## config.mk

```make
export PLATFORM = sky130hd
export DESIGN_NAME = abus_slave
export DESIGN_NICKNAME = d
export VERILOG_FILES = /design/src/rtl/abus_pkg.sv /design/src/rtl/abus_slave_decode.sv /design/src/rtl/abus_slave.sv
export SDC_FILE = /design/constraint.sdc
export NUM_CORES = 1
export LEC_CHECK = 0
export ABC_CLOCK_PERIOD_IN_PS = 2600
export BUFFER_PORTS_ARGS = -buffer_cell sky130_fd_sc_hd__buf_2
export CORE_MARGIN = 3
export CORE_UTILIZATION = 35
export DETAILED_ROUTE_END_ITERATION = 8
export PLACE_DENSITY = 0.55
export SYNTH_ARGS = -nofsm -noshare
export SYNTH_HDL_FRONTEND = slang
export SYNTH_HIERARCHICAL = 1
export SYNTH_SLANG_ARGS = --single-unit
```

## constraint.sdc

```tcl
create_clock -name bus_clk -period 2.6 [get_ports bus_clk]
set_clock_uncertainty 0.1 [all_clocks]
set_input_delay 0.39 -clock bus_clk [delete_from_list [all_inputs] [get_ports bus_clk]]
set_output_delay 0.39 -clock bus_clk [all_outputs]
set_load 0.03 [all_outputs]
```

## src/rtl/abus_pkg.sv

```systemverilog
// abus_pkg: encodings shared by every abus slave (FSM states and transfer direction).
package abus_pkg;

    typedef enum logic [1:0] {
        ST_IDLE = 2'd0,
        ST_WAIT = 2'd1,
        ST_RESP = 2'd2
    } abus_state_e;

    typedef enum logic {
        ABUS_READ  = 1'b0,
        ABUS_WRITE = 1'b1
    } abus_dir_e;

endpackage

```

## src/rtl/abus_slave_decode.sv

```systemverilog
// abus_slave_decode: combinational address window check and register index for abus slaves.
module abus_slave_decode
    import abus_pkg::*;
#(
    parameter int ADDR_WIDTH = 16,
    parameter int BASE_ADDR  = 0,
    parameter int NB_REGS    = 8,
    parameter int IDX_WIDTH  = 3
) (
    input  logic [ADDR_WIDTH-1:0] i_addr,
    output logic                  o_hit,
    output logic [IDX_WIDTH-1:0]  o_index
);

    // One extra bit so a window ending exactly at the top of the address space does not wrap.
    localparam logic [ADDR_WIDTH:0]   LP_LOW  = (ADDR_WIDTH+1)'(BASE_ADDR);
    localparam logic [ADDR_WIDTH:0]   LP_HIGH = (ADDR_WIDTH+1)'(BASE_ADDR + NB_REGS);
    localparam logic [ADDR_WIDTH-1:0] LP_BASE = ADDR_WIDTH'(BASE_ADDR);

    // Range check and offset from the window base.
    always_comb begin
        if (({1'b0, i_addr} >= LP_LOW) && ({1'b0, i_addr} < LP_HIGH)) begin
            o_hit   = 1'b1;
            o_index = IDX_WIDTH'(i_addr - LP_BASE);
        end else begin
            o_hit   = 1'b0;
            o_index = {IDX_WIDTH{1'b0}};
        end
    end

endmodule

```

## src/rtl/abus_slave.sv

```systemverilog
// abus_slave: register-file slave on the arbitrated abus with registered, single-strobe responses.
// Define ABUS_SLAVE_WAIT_EN to insert WAIT_STATES extra cycles; otherwise bus_sready follows accept by one cycle.
module abus_slave
    import abus_pkg::*;
#(
    parameter int ADDR_WIDTH  = 16,
    parameter int DATA_WIDTH  = 16,
    parameter int BASE_ADDR   = 0,
    parameter int NB_REGS     = 8,
    parameter int WAIT_STATES = 1
) (
    input  logic                                bus_clk,
    input  logic                                bus_rstb,
    input  logic                                bus_svalid,
    input  logic                                bus_swrite,
    input  logic [ADDR_WIDTH-1:0]               bus_saddress,
    input  logic [DATA_WIDTH-1:0]               bus_swdata,
    output logic                                bus_sready,
    output logic [DATA_WIDTH-1:0]               bus_srdata,
    output logic [$clog2(DATA_WIDTH+1)-1:0]     bus_sstrb,
    output logic [$clog2(DATA_WIDTH+1)-1:0]     bus_skeep,
    output logic [NB_REGS*DATA_WIDTH-1:0]       regs_q
);

    localparam int            CW        = $clog2(DATA_WIDTH + 1);
    localparam int            IDX_WIDTH = (NB_REGS > 1) ? $clog2(NB_REGS) : 1;
    localparam logic [CW-1:0] LP_FULL   = CW'(DATA_WIDTH);

    abus_state_e                        r_state;
    logic                               r_ready;
    logic [DATA_WIDTH-1:0]              r_rdata;
    logic [CW-1:0]                      r_strb;
    logic [CW-1:0]                      r_keep;
    logic [NB_REGS-1:0][DATA_WIDTH-1:0] r_regs;

    logic                               w_hit;
    logic [IDX_WIDTH-1:0]               w_index;
    logic                               w_enter_resp;
    logic                               w_rsp_write;
    logic [IDX_WIDTH-1:0]               w_rsp_idx;
    logic [DATA_WIDTH-1:0]              w_rsp_wdata;

`ifdef ABUS_SLAVE_WAIT_EN
    localparam bit         LP_NO_WAIT   = (WAIT_STATES == 0);
    localparam logic [3:0] LP_WAIT_LOAD = (WAIT_STATES > 0) ? 4'(WAIT_STATES - 1) : 4'd0;

    logic [3:0]            r_cnt;
    logic                  r_cap_write;
    logic [IDX_WIDTH-1:0]  r_cap_idx;
    logic [DATA_WIDTH-1:0] r_cap_wdata;
`endif

    abus_slave_decode #(
        .ADDR_WIDTH (ADDR_WIDTH),
        .BASE_ADDR  (BASE_ADDR),
        .NB_REGS    (NB_REGS),
        .IDX_WIDTH  (IDX_WIDTH)
    ) u_decode (
        .i_addr  (bus_saddress),
        .o_hit   (w_hit),
        .o_index (w_index)
    );

    // Decide whether this edge enters RESP and which request (live or captured) it serves.
    always_comb begin
        w_enter_resp = 1'b0;
        w_rsp_write  = (bus_swrite == ABUS_WRITE);
        w_rsp_idx    = w_index;
        w_rsp_wdata  = bus_swdata;
        case (r_state)
            ST_IDLE: begin
`ifdef ABUS_SLAVE_WAIT_EN
                w_enter_resp = bus_svalid && w_hit && LP_NO_WAIT;
`else
                w_enter_resp = bus_svalid && w_hit;
`endif
            end
`ifdef ABUS_SLAVE_WAIT_EN
            ST_WAIT: begin
                // A dropped request in the last wait cycle is an abort, not a response.
                w_enter_resp = bus_svalid && (r_cnt == 4'd0);
                w_rsp_write  = r_cap_write;
                w_rsp_idx    = r_cap_idx;
                w_rsp_wdata  = r_cap_wdata;
            end
`endif
            default: begin
                w_enter_resp = 1'b0;
            end
        endcase
    end

    // Transaction FSM, register file and registered response outputs.
    always_ff @(posedge bus_clk or negedge bus_rstb) begin
        if (!bus_rstb) begin
            r_state <= ST_IDLE;
            r_ready <= 1'b0;
            r_rdata <= {DATA_WIDTH{1'b0}};
            r_strb  <= {CW{1'b0}};
            r_keep  <= {CW{1'b0}};
            r_regs  <= {(NB_REGS*DATA_WIDTH){1'b0}};
`ifdef ABUS_SLAVE_WAIT_EN
            r_cnt       <= 4'd0;
            r_cap_write <= 1'b0;
            r_cap_idx   <= {IDX_WIDTH{1'b0}};
            r_cap_wdata <= {DATA_WIDTH{1'b0}};
`endif
        end else begin
            case (r_state)
                ST_IDLE: begin
                    if (bus_svalid && w_hit) begin
`ifdef ABUS_SLAVE_WAIT_EN
                        r_cap_write <= (bus_swrite == ABUS_WRITE);
                        r_cap_idx   <= w_index;
                        r_cap_wdata <= bus_swdata;
                        if (LP_NO_WAIT) begin
                            r_state <= ST_RESP;
                        end else begin
                            r_state <= ST_WAIT;
                            r_cnt   <= LP_WAIT_LOAD;
                        end
`else
                        r_state <= ST_RESP;
`endif
                    end else begin
                        r_state <= ST_IDLE;
                    end
                end
`ifdef ABUS_SLAVE_WAIT_EN
                ST_WAIT: begin
                    if (!bus_svalid) begin
                        r_state <= ST_IDLE;
                    end else if (r_cnt == 4'd0) begin
                        r_state <= ST_RESP;
                    end else begin
                        r_cnt <= r_cnt - 4'd1;
                    end
                end
`endif
                // Request still held by the master here is deliberately ignored.
                ST_RESP: begin
                    r_state <= ST_IDLE;
                end
                default: begin
                    r_state <= ST_IDLE;
                end
            endcase

            if (w_enter_resp) begin
                r_ready <= 1'b1;
                if (w_rsp_write) begin
                    r_regs[w_rsp_idx] <= w_rsp_wdata;
                    r_rdata           <= {DATA_WIDTH{1'b0}};
                    r_strb            <= {CW{1'b0}};
                    r_keep            <= LP_FULL;
                end else begin
                    r_rdata <= r_regs[w_rsp_idx];
                    r_strb  <= LP_FULL;
                    r_keep  <= {CW{1'b0}};
                end
            end else begin
                r_ready <= 1'b0;
                r_rdata <= {DATA_WIDTH{1'b0}};
                r_strb  <= {CW{1'b0}};
                r_keep  <= {CW{1'b0}};
            end
        end
    end

    assign bus_sready = r_ready;
    assign bus_srdata = r_rdata;
    assign bus_sstrb  = r_strb;
    assign bus_skeep  = r_keep;
    assign regs_q     = r_regs;

endmodule

```

==> out/qor.yml, run 1 <==
via_count: 4702
crit_cells: 8
period_share: 0.893
postLayoutCoreUtil: 0.469
antenna_found_initial: 0
wirelength_um: 19500
hpwl_um: 13800
clock_tree.root_cell: "clkbuf_16"
chipWidth_um: 144
cts_tree: "built"
critPathMaxFanout: 9
placedInstanceArea_um2: 8210
core_area_um2: 18800
synth_commonest_cells: "dfrtp_1 (147), mux2_2 (116), mux2i_1 (62)"
ys_seq_area_frac: 0.548
crit_start: "bus_saddress[14]"
reg2reg_slack_ns: 0.77
max-slew-margin-rel: 0.569
cts_buffers: 17
r2r_start: "bus_sready"
slowest_delay_ns: 0.59
cp-end-kind: "flop"
die_y_um: 144
path_class: "primary input to flop"
grt_remaining_overflow: 0
ir_worst_vdd_mv: 0.448
crit_chain: "buf_2 > or4_4 > nor4_4 > nand4b_4 > buf_4 > nor3_4 > buf_4 > mux2_2"
rsz0062_at_grt: "false"
ys_warn_count: 6
vias_per_cell: 5.13
leakage_nw: 4.61
critPathCapture: "regs_q[47]"
ant_nets: 0
numClockSinks: 147
grt_pass1_vias: 5034
row_count: 50
rr_worst_depth: 5
drive_gt1_frac: 0.585
grtUsageTotal: 0.189
ctsHtreeMaxLevel: 4
r2r_end: "regs_q[47]"
hold_slack_ns: 0.213
dr.first_iter.drc_count: 184
max_freq_mhz: 431
cellPowerDensity_nw_per_um2: 551
portBuffers: 182
drv_slew: 0
hold_viol: 0
status: "finished, final reports clean"
gp_congestion: 0.797
synth.area.top_cells: "dfrtp_1 (55%), mux2_2 (19%), mux2i_1 (9.2%)"
crit_required_ns: 2.79
io_pins: 191
synth_most_common_cell: "dfrtp_1"
ys.flop_type: "dfrtp_1"
die_area_um2: 20900
area_growth_pct: 31.2
crit_path_top_delay_cell: "or4_4"
synthArstFlopShare: 1.00
wire_per_inst_um: 21.3
yosysTopAreaCellShare: 0.548
worst_pin_slew_ns: 0.646
synth_area_um2: 6710
cts_buffer_depth: 2
whs_path_depth: 2
synth.distinct_cells: 33
grt_max_degree: 67
path_delay_family: "simple AND/OR/NAND/NOR gates"
synthCells: 455
cp_data_arrival_time_ns: 2.51
critPathLaunchType: "primary input"
clk_pin_slew_ns: 0.06
fin_area_um2: 8800
drc: 0
path_buf_inv: 3
antenna_cells: 0
min_period_ns: 2.32
grt_pass1_wl_um: 29400
fin_nets: 706
start_util: 0.358
synth-edff-count: 0
crit_top_cell: "buf_4"
synth_area_leader_cell: "dfrtp_1"
clk_latency_ns: 0.42
synth-seq-cells: 147
syn_area_per_cell_um2: 14.7
cts_setup_buffers: 0
dr.pass1.iters: 4
hold_class: "primary input to flop"
maxCapViolCount: 0
setup-violations-final: 0
fillCellCount: 1691
==> cell type report <==
cell class | count | area (um2) | area share
clock buffers | 22 | 484 | 0.0550
flip-flops and latches | 147 | 3680 | 0.418
well taps | 234 | 293 | 0.0333
inverters | 1 | 6.26 | 0.000711
clock inverters | 9 | 104 | 0.0118
multi-input cells | 280 | 2860 | 0.325
repair buffers | 223 | 1380 | 0.156
==> timing repair <==
| action | CTS | global route |
|---|---|---|
| hold endpoints to repair | 64 | 0 |
| hold buffers | 1 | 0 |
| gates resized for setup | 0 | 0 |
==> flip-flops by register name, summed over array words and instances, names as in the netlist <==
signal and flops:
bus_sready 1, bus_srdata 16, bus_skeep 1, bus_sstrb 1, regs_q 128
==> cells in the final DEF (no fill, tap or decap), drive strengths merged, types with 2 or more instances in the layout <==
master    count
dfrtp       147
o21a         15
clkbuf       22
nand2         3
mux2i        62
o22ai        31
or2           2
clkinvlp      2
nand4b        3
a21oi         2
or4b          3
clkinv        5
nand3b        2
or4           2
nor4          4
nand3         2
conb          8
nor3          5
mux2        128
bufinv        2
nand2b        2
nor2          2
buf         222
==> layer usage <==
layer | vias up | wire length, um | GRT usage
met4 | 0 | 155 | 0.0511
met3 | 13 | 1420 | 0.0599
met1 | 2413 | 8530 | 0.246
li1 | 2104 | - | -
met2 | 172 | 9410 | 0.306
met5 | - | 0 | 0
==> metrics by stage <==
step | total power, W | std cells | setup slack, ns | TNS, ns
CTS | 0.00492 | 916 | 0.289 | 0
floorplan | 0.00237 | 462 | -0.00637 | -0.0637
finish | 0.00485 | 916 | 0.278 | 0
global placement | 0.00247 | 884 | -0.129 | -7.23
detailed placement | 0.00247 | 884 | -0.148 | -8.82
global route | 0.00502 | 916 | 0.167 | 0
==> cell families (layout without fill, tap and decap cells) <==
kind of cell    count (synthesis)  count (layout)  synth area share
mux                           190             190             0.313
other cells                     1               8          0.000559
simple gates                   33              33            0.0509
buf+inv                        35             255            0.0390
compound gates                 49              49            0.0485
flops                         147             147             0.548
==> report_power, final <==
group	total [W]	switching, W	internal [W]
logic	0.000138	0.000105	0.0000335
registers	0.00229	0.000000280	0.00229
clock network	0.00242	0.000920	0.00150
total	0.00485	0.00102	0.00383
==> worst min-delay path by stage <==
stage | start | endpoint
floorplan | bus_rstb | bus_skeep[4]
global placement | bus_rstb | regs_q[84]
detailed placement | bus_rstb | regs_q[84]
CTS | bus_swdata[9] | regs_q[121]
global route | bus_swdata[7] | regs_q[23]
finish | bus_swdata[9] | regs_q[121]
No activity file was read; power rests on OpenSTA's default activity.
==> run 2, diff against run 1 <==
--- a/config.mk
+++ b/config.mk
@@ -6,11 +6,11 @@
 export NUM_CORES = 1
 export LEC_CHECK = 0
 export ABC_CLOCK_PERIOD_IN_PS = 2600
-export BUFFER_PORTS_ARGS = -buffer_cell sky130_fd_sc_hd__buf_2
 export CORE_MARGIN = 3
 export CORE_UTILIZATION = 35
 export DETAILED_ROUTE_END_ITERATION = 8
-export PLACE_DENSITY = 0.55
+export DONT_BUFFER_PORTS = 1
+export PLACE_DENSITY = 0.47
 export SYNTH_ARGS = -nofsm -noshare
 export SYNTH_HDL_FRONTEND = slang
 export SYNTH_HIERARCHICAL = 1
==> run 2 against run 1 <==
  * The flow now finishes with violations (hold timing)
  * Fmax grew 3.8%
  * Utilization shrank 4.7 points
  * Die area did not move
==> out/qor.yml, run 2 (synthesis results as in run 1) <==
hpwl_um: 12800
antenna_cells: 0
cts_resized: 0
final_common_cell: "dfrtp_1"
cp-end-kind: "flop"
dpl.cell_count: 699
chipWidth_um: 144
combPwrFrac: 0.007
dr.first_iter.drc_count: 168
fin_area_um2: 7920
min_period_ns: 2.24
hold_slack_ns: -0.423
path_class: "primary input to flop"
fin_nets: 526
row_count: 50
gp_congestion: 0.792
critPathMaxFanout: 9
grtUsageTotal: 0.181
clock_power_share: 0.518
final_cell_mix: "dfrtp_1 (147), mux2_2 (116), mux2i_1 (62)"
period_share: 0.860
core_area_um2: 18800
setup-violations-final: 0
clk_latency_ns: 0.41
area_growth_pct: 18.0
clock_tree.root_cell: "clkbuf_16"
rr_worst_depth: 5
largest_reg_flops: 128
cellPowerDensity_nw_per_um2: 609
drv_slew: 0
hold_class: "primary input to async pin"
ir_worst_vdd_mv: 0.429
drc: 0
ant_nets: 0
r2r_start: "bus_sready"
grt_pass1_vias: 4270
critPathLaunchType: "primary input"
start_util: 0.358
maxCapViolCount: 0
placedInstanceArea_um2: 7250
grt_max_degree: 148
portBuffers: 0
swShare: 0.195
rsz0062_at_grt: "false"
drive_gt1_frac: 0.423
via_count: 4010
fillCellCount: 1756
p_total_w: 0.00483
layoutNonFillerInstCount: 737
crit_start: "bus_saddress[14]"
p_switching_w: 0.000940
wirelength_um: 18700
r2r_end: "regs_q[39]"
die_y_um: 144
dr.pass1.iters: 4
status: "complete, but fails checks"
ctsHtreeMaxLevel: 4
p_int_w: 0.00389
grt_pass1_wl_um: 27800
numClockSinks: 147
max_freq_mhz: 447
cts_buffers: 17
sequentialPowerShare: 0.474
wire_per_inst_um: 25.4
cts_tree: "built"
violations: "hold timing"
leakage_nw: 3.68
cts_buffer_depth: 2
grt_remaining_overflow: 0
die_area_um2: 20900
clk_pin_slew_ns: 0.06
cp_data_arrival_time_ns: 2.43
reg2reg_slack_ns: 0.60
vias_per_cell: 5.44
antenna_found_initial: 0
postLayoutCoreUtil: 0.422
io_pins: 191
crit_required_ns: 2.79
hold_viol: 147
-- run 2: cell types whose count changed in the layout (fill, tap and decap cells not counted), sizes merged --
cell / before / now
clkinvlp: 2 / 0
clkbuf: 22 / 23
clkinv: 5 / 6
bufinv: 2 / 3
dlygate4sd3: 1 / 6
buf: 222 / 37
-- run 2: power groups by stage --
| stage | combinational [W] | clock (W) | sequential [W] |
|---|---|---|---|
| finish | 0.0000359 | 0.00250 | 0.00229 |
| global route | 0.0000383 | 0.00268 | 0.00229 |
| CTS | 0.0000319 | 0.00257 | 0.00229 |
| detailed placement | 0.0000279 | 0 | 0.00233 |
| global placement | 0.0000277 | 0 | 0.00233 |
| floorplan | 0.0000361 | 0 | 0.00233 |
-- run 2: how the worst max path moves through the flow --
| stage | depth (start not counted) | endpoint | slack [ns] |
|---|---|---|---|
| global route | 7 | regs_q[39] | 0.27 |
| finish | 7 | regs_q[39] | 0.36 |
| detailed placement | 7 | regs_q[39] | -0.08 |
| floorplan | 6 | regs_q[69] | -0.006 |
| global placement | 7 | regs_q[38] | -0.06 |
| CTS | 7 | regs_q[39] | 0.36 |
-- run 2: repair_timing --
item	CTS	global route
setup buffers	0	0
hold endpoints to repair	151	150
hold buffers	3	3
-- run 2: metrics by stage --
step / hold WS [ns] / setup WS (ns) / setup TNS, ns
floorplan: -0.00559 / -0.00637 / -0.0637
global placement: 0.000884 / -0.0622 / -1.23
detailed placement: 0.000498 / -0.0774 / -1.60
CTS: -0.446 / 0.362 / 0
global route: -0.452 / 0.274 / 0
finish: -0.423 / 0.363 / 0
-- run 2: critical path, stage by stage --
cell	delay, ns
or4_4	0.58
nor4_4	0.31
nand4b_4	0.23
buf_4	0.20
nor3_4	0.11
buf_4	0.23
mux2_2	0.35
-- run 2: routing by layer --
metal | share of wire | up-vias | wire length [um] | GRT usage
li1 | - | 1750 | - | -
met1 | 0.42 | 2130 | 7790 | 0.225
met2 | 0.49 | 119 | 9210 | 0.293
met3 | 0.083 | 11 | 1560 | 0.0747
met4 | 0.0079 | 0 | 147 | 0.0511
met5 | 0 | - | 0 | 0
-- run 2: final cells by class --
cell class / count / area, um2 / share of cell area
Sequential cell: 147 / 3680 / 0.465
Multi-Input combinational cell: 280 / 2860 / 0.361
Clock buffer: 23 / 478 / 0.0604
Timing Repair Buffer: 43 / 475 / 0.0600
Tap cell: 234 / 293 / 0.0370
Clock inverter: 9 / 128 / 0.0161
Inverter: 1 / 6.26 / 0.000790
==> run 3, diff against run 2 <==
--- a/config.mk
+++ b/config.mk
@@ -5,7 +5,8 @@
 export SDC_FILE = /design/constraint.sdc
 export NUM_CORES = 1
 export LEC_CHECK = 0
-export ABC_CLOCK_PERIOD_IN_PS = 2600
+export ABC_CLOCK_PERIOD_IN_PS = 2650
+export CAP_MARGIN = 40
 export CORE_MARGIN = 3
 export CORE_UTILIZATION = 35
 export DETAILED_ROUTE_END_ITERATION = 8
==> constraint.sdc (replaced) <==
create_clock -name bus_clk -period 2.65 [get_ports bus_clk]
set_clock_uncertainty 0.1 [all_clocks]
set_input_delay 0.3975 -clock bus_clk [delete_from_list [all_inputs] [get_ports bus_clk]]
set_output_delay 0.3975 -clock bus_clk [all_outputs]
set_load 0.03 [all_outputs]
==> run 3 against run 2 <==
  * The flow still finishes with violations (hold timing)
  * Power decreased by 2.3%
  * Clock-buffer cell count decreased by 2
  * Setup slack improved by 0.039 ns
  * Critical path depth unchanged
  * Die area unchanged
  * Register-to-register slack improved by 0.06 ns
  * Critical path type unchanged
  * Largest cell class unchanged
  * Largest power group unchanged
  * Highest routed layer unchanged
==> out/qor.yml, run 3 (synthesis results as in run 1) <==
path_buf_inv: 2
path_class: "primary input to flop"
ant_nets: 0
crit_path_top_delay_cell: "or4_4"
met3WireLength_um: 1780
wl_met1_um: 7930
cts_tree: "built"
ctsHtreeMaxLevel: 4
ir_worst_vdd_mv: 0.425
crit_chain: "or4_4 > nor4_4 > buf_4 > nand2b_1 > nor3_4 > buf_4 > mux2_2"
grtUsageTotal: 0.190
cp-end-kind: "flop"
maxUsedRoutingLayer: "met4"
hpwl_um: 13100
grt_max_degree: 148
setup-violations-final: 0
portBuffers: 0
grt_pass1_wl_um: 28900
numClockSinks: 147
drv_slew: 0
die_area_um2: 20900
hold_slack_ns: -0.422
holdBufCountCts: 16
critPathMaxFanout: 5
dp_worst_setup_slack_ns: -0.0544
min_period_ns: 2.25
area_growth_pct: 19.5
dr_wl_met2_um: 9550
clk_latency_ns: 0.42
fin_nets: 534
drc: 0
crit_top_cell: "buf_4"
leakage_nw: 3.70
dr.first_iter.drc_count: 145
die_y_um: 144
cts_resized: 0
hold_class: "primary input to async pin"
fin_area_um2: 8020
crit_cells: 7
placedInstanceArea_um2: 7260
cts_buffers: 17
grt_pass1_vias: 4426
hold_viol: 147
max_freq_mhz: 445
wire_per_inst_um: 26.2
path_delay_family: "simple AND/OR/NAND/NOR gates"
slowest_delay_ns: 0.59
cp_data_arrival_time_ns: 2.45
chipWidth_um: 144
dr.pass1.iters: 4
start_util: 0.358
row_count: 50
io_pins: 191
cellPowerDensity_nw_per_um2: 588
via_count: 4091
cts_buffer_depth: 2
clock_tree.root_cell: "clkbuf_16"
crit_required_ns: 2.85
violations: "hold timing"
period_share: 0.848
vias_per_cell: 5.49
grt_remaining_overflow: 0
status: "complete, but fails checks"
largest_reg_flops: 128
gp_congestion: 0.752
clk_pin_slew_ns: 0.06
wirelength_um: 19600
rsz0062_at_grt: "false"
worst_slack_ns: 0.402
drive_gt1_frac: 0.415
maxCapViolCount: 0
critPathLaunchType: "primary input"
rr_worst_depth: 4
final_cell_mix: "dfrtp_1 (147), mux2_2 (116), mux2i_1 (62)"
antenna_found_initial: 0
final_common_cell: "dfrtp_1"
antenna_cells: 0
core_area_um2: 18800
## run 3: cell count changes in the layout (fill, tap and decap cells not counted), sizes merged
cell / previous run / this run
clkbuf: 23 / 21
dlygate4sd3: 6 / 16
clkinv: 6 / 3
clkinvlp: 0 / 4
inv: 1 / 3
bufinv: 3 / 2
buf: 37 / 35
## run 3: repair_timing
action	in CTS	in global routing
setup buffers	0	0
hold endpoints to repair	180	147
endpoints found under the setup margin	0	0
## run 3: cell type report
| class | instances | area, um2 |
|---|---|---|
| clock inverter | 11 | 126 |
| multi-input combinational | 280 | 2860 |
| clock buffer | 21 | 470 |
| timing repair buffer | 51 | 586 |
| fill | 1728 | 10800 |
| sequential | 147 | 3680 |
| inverter | 1 | 6.26 |
| tap | 234 | 293 |
## run 3: power breakdown
group | switching (W) | internal [W]
combinational | 0.0000303 | 0.0000222
sequential | 0.000000980 | 0.00225
clock | 0.000949 | 0.00146
## run 3: layer usage
metal | GRT usage | vias to the layer above
li1 | - | 1767
met1 | 0.237 | 2159
met2 | 0.302 | 144
met3 | 0.0751 | 21
met4 | 0.0604 | 0
met5 | 0 | -
## run 3: worst register-to-register path, cell delays in order (launching register included)
cell	delay, ns
dfrtp_1	0.54
nand4b_4	0.37
nor3_4	0.27
buf_4	0.27
mux2_4	0.33
## run 3: final timing paths
| kind | from | end | slack (ns) |
|---|---|---|---|
| hold reg to reg | bus_sready | bus_sready | 0.65 |
| min in group bus_clk | bus_swdata[7] | regs_q[87] | 0.03 |
| setup reg to reg | bus_sready | regs_q[3] | 0.66 |
| max in group asynchronous | bus_rstb | bus_sready | 2.56 |
| setup / recovery | bus_saddress[13] | regs_q[67] | 0.40 |
| hold / removal | bus_rstb | regs_q[2] | -0.42 |
## run 3: metrics by stage
stage,hold slack [ns],power (W),std cells,util,setup TNS (ns)
final,-0.422,0.00471,745,0.427,0
after global routing,-0.450,0.00490,745,0.427,0
after CTS,-0.451,0.00479,745,0.427,0
after detailed placement,0.00890,0.00231,697,0.387,-0.835
after global placement,0.00975,0.00231,697,0.387,-0.937
after floorplan,0.00191,0.00232,462,-,0
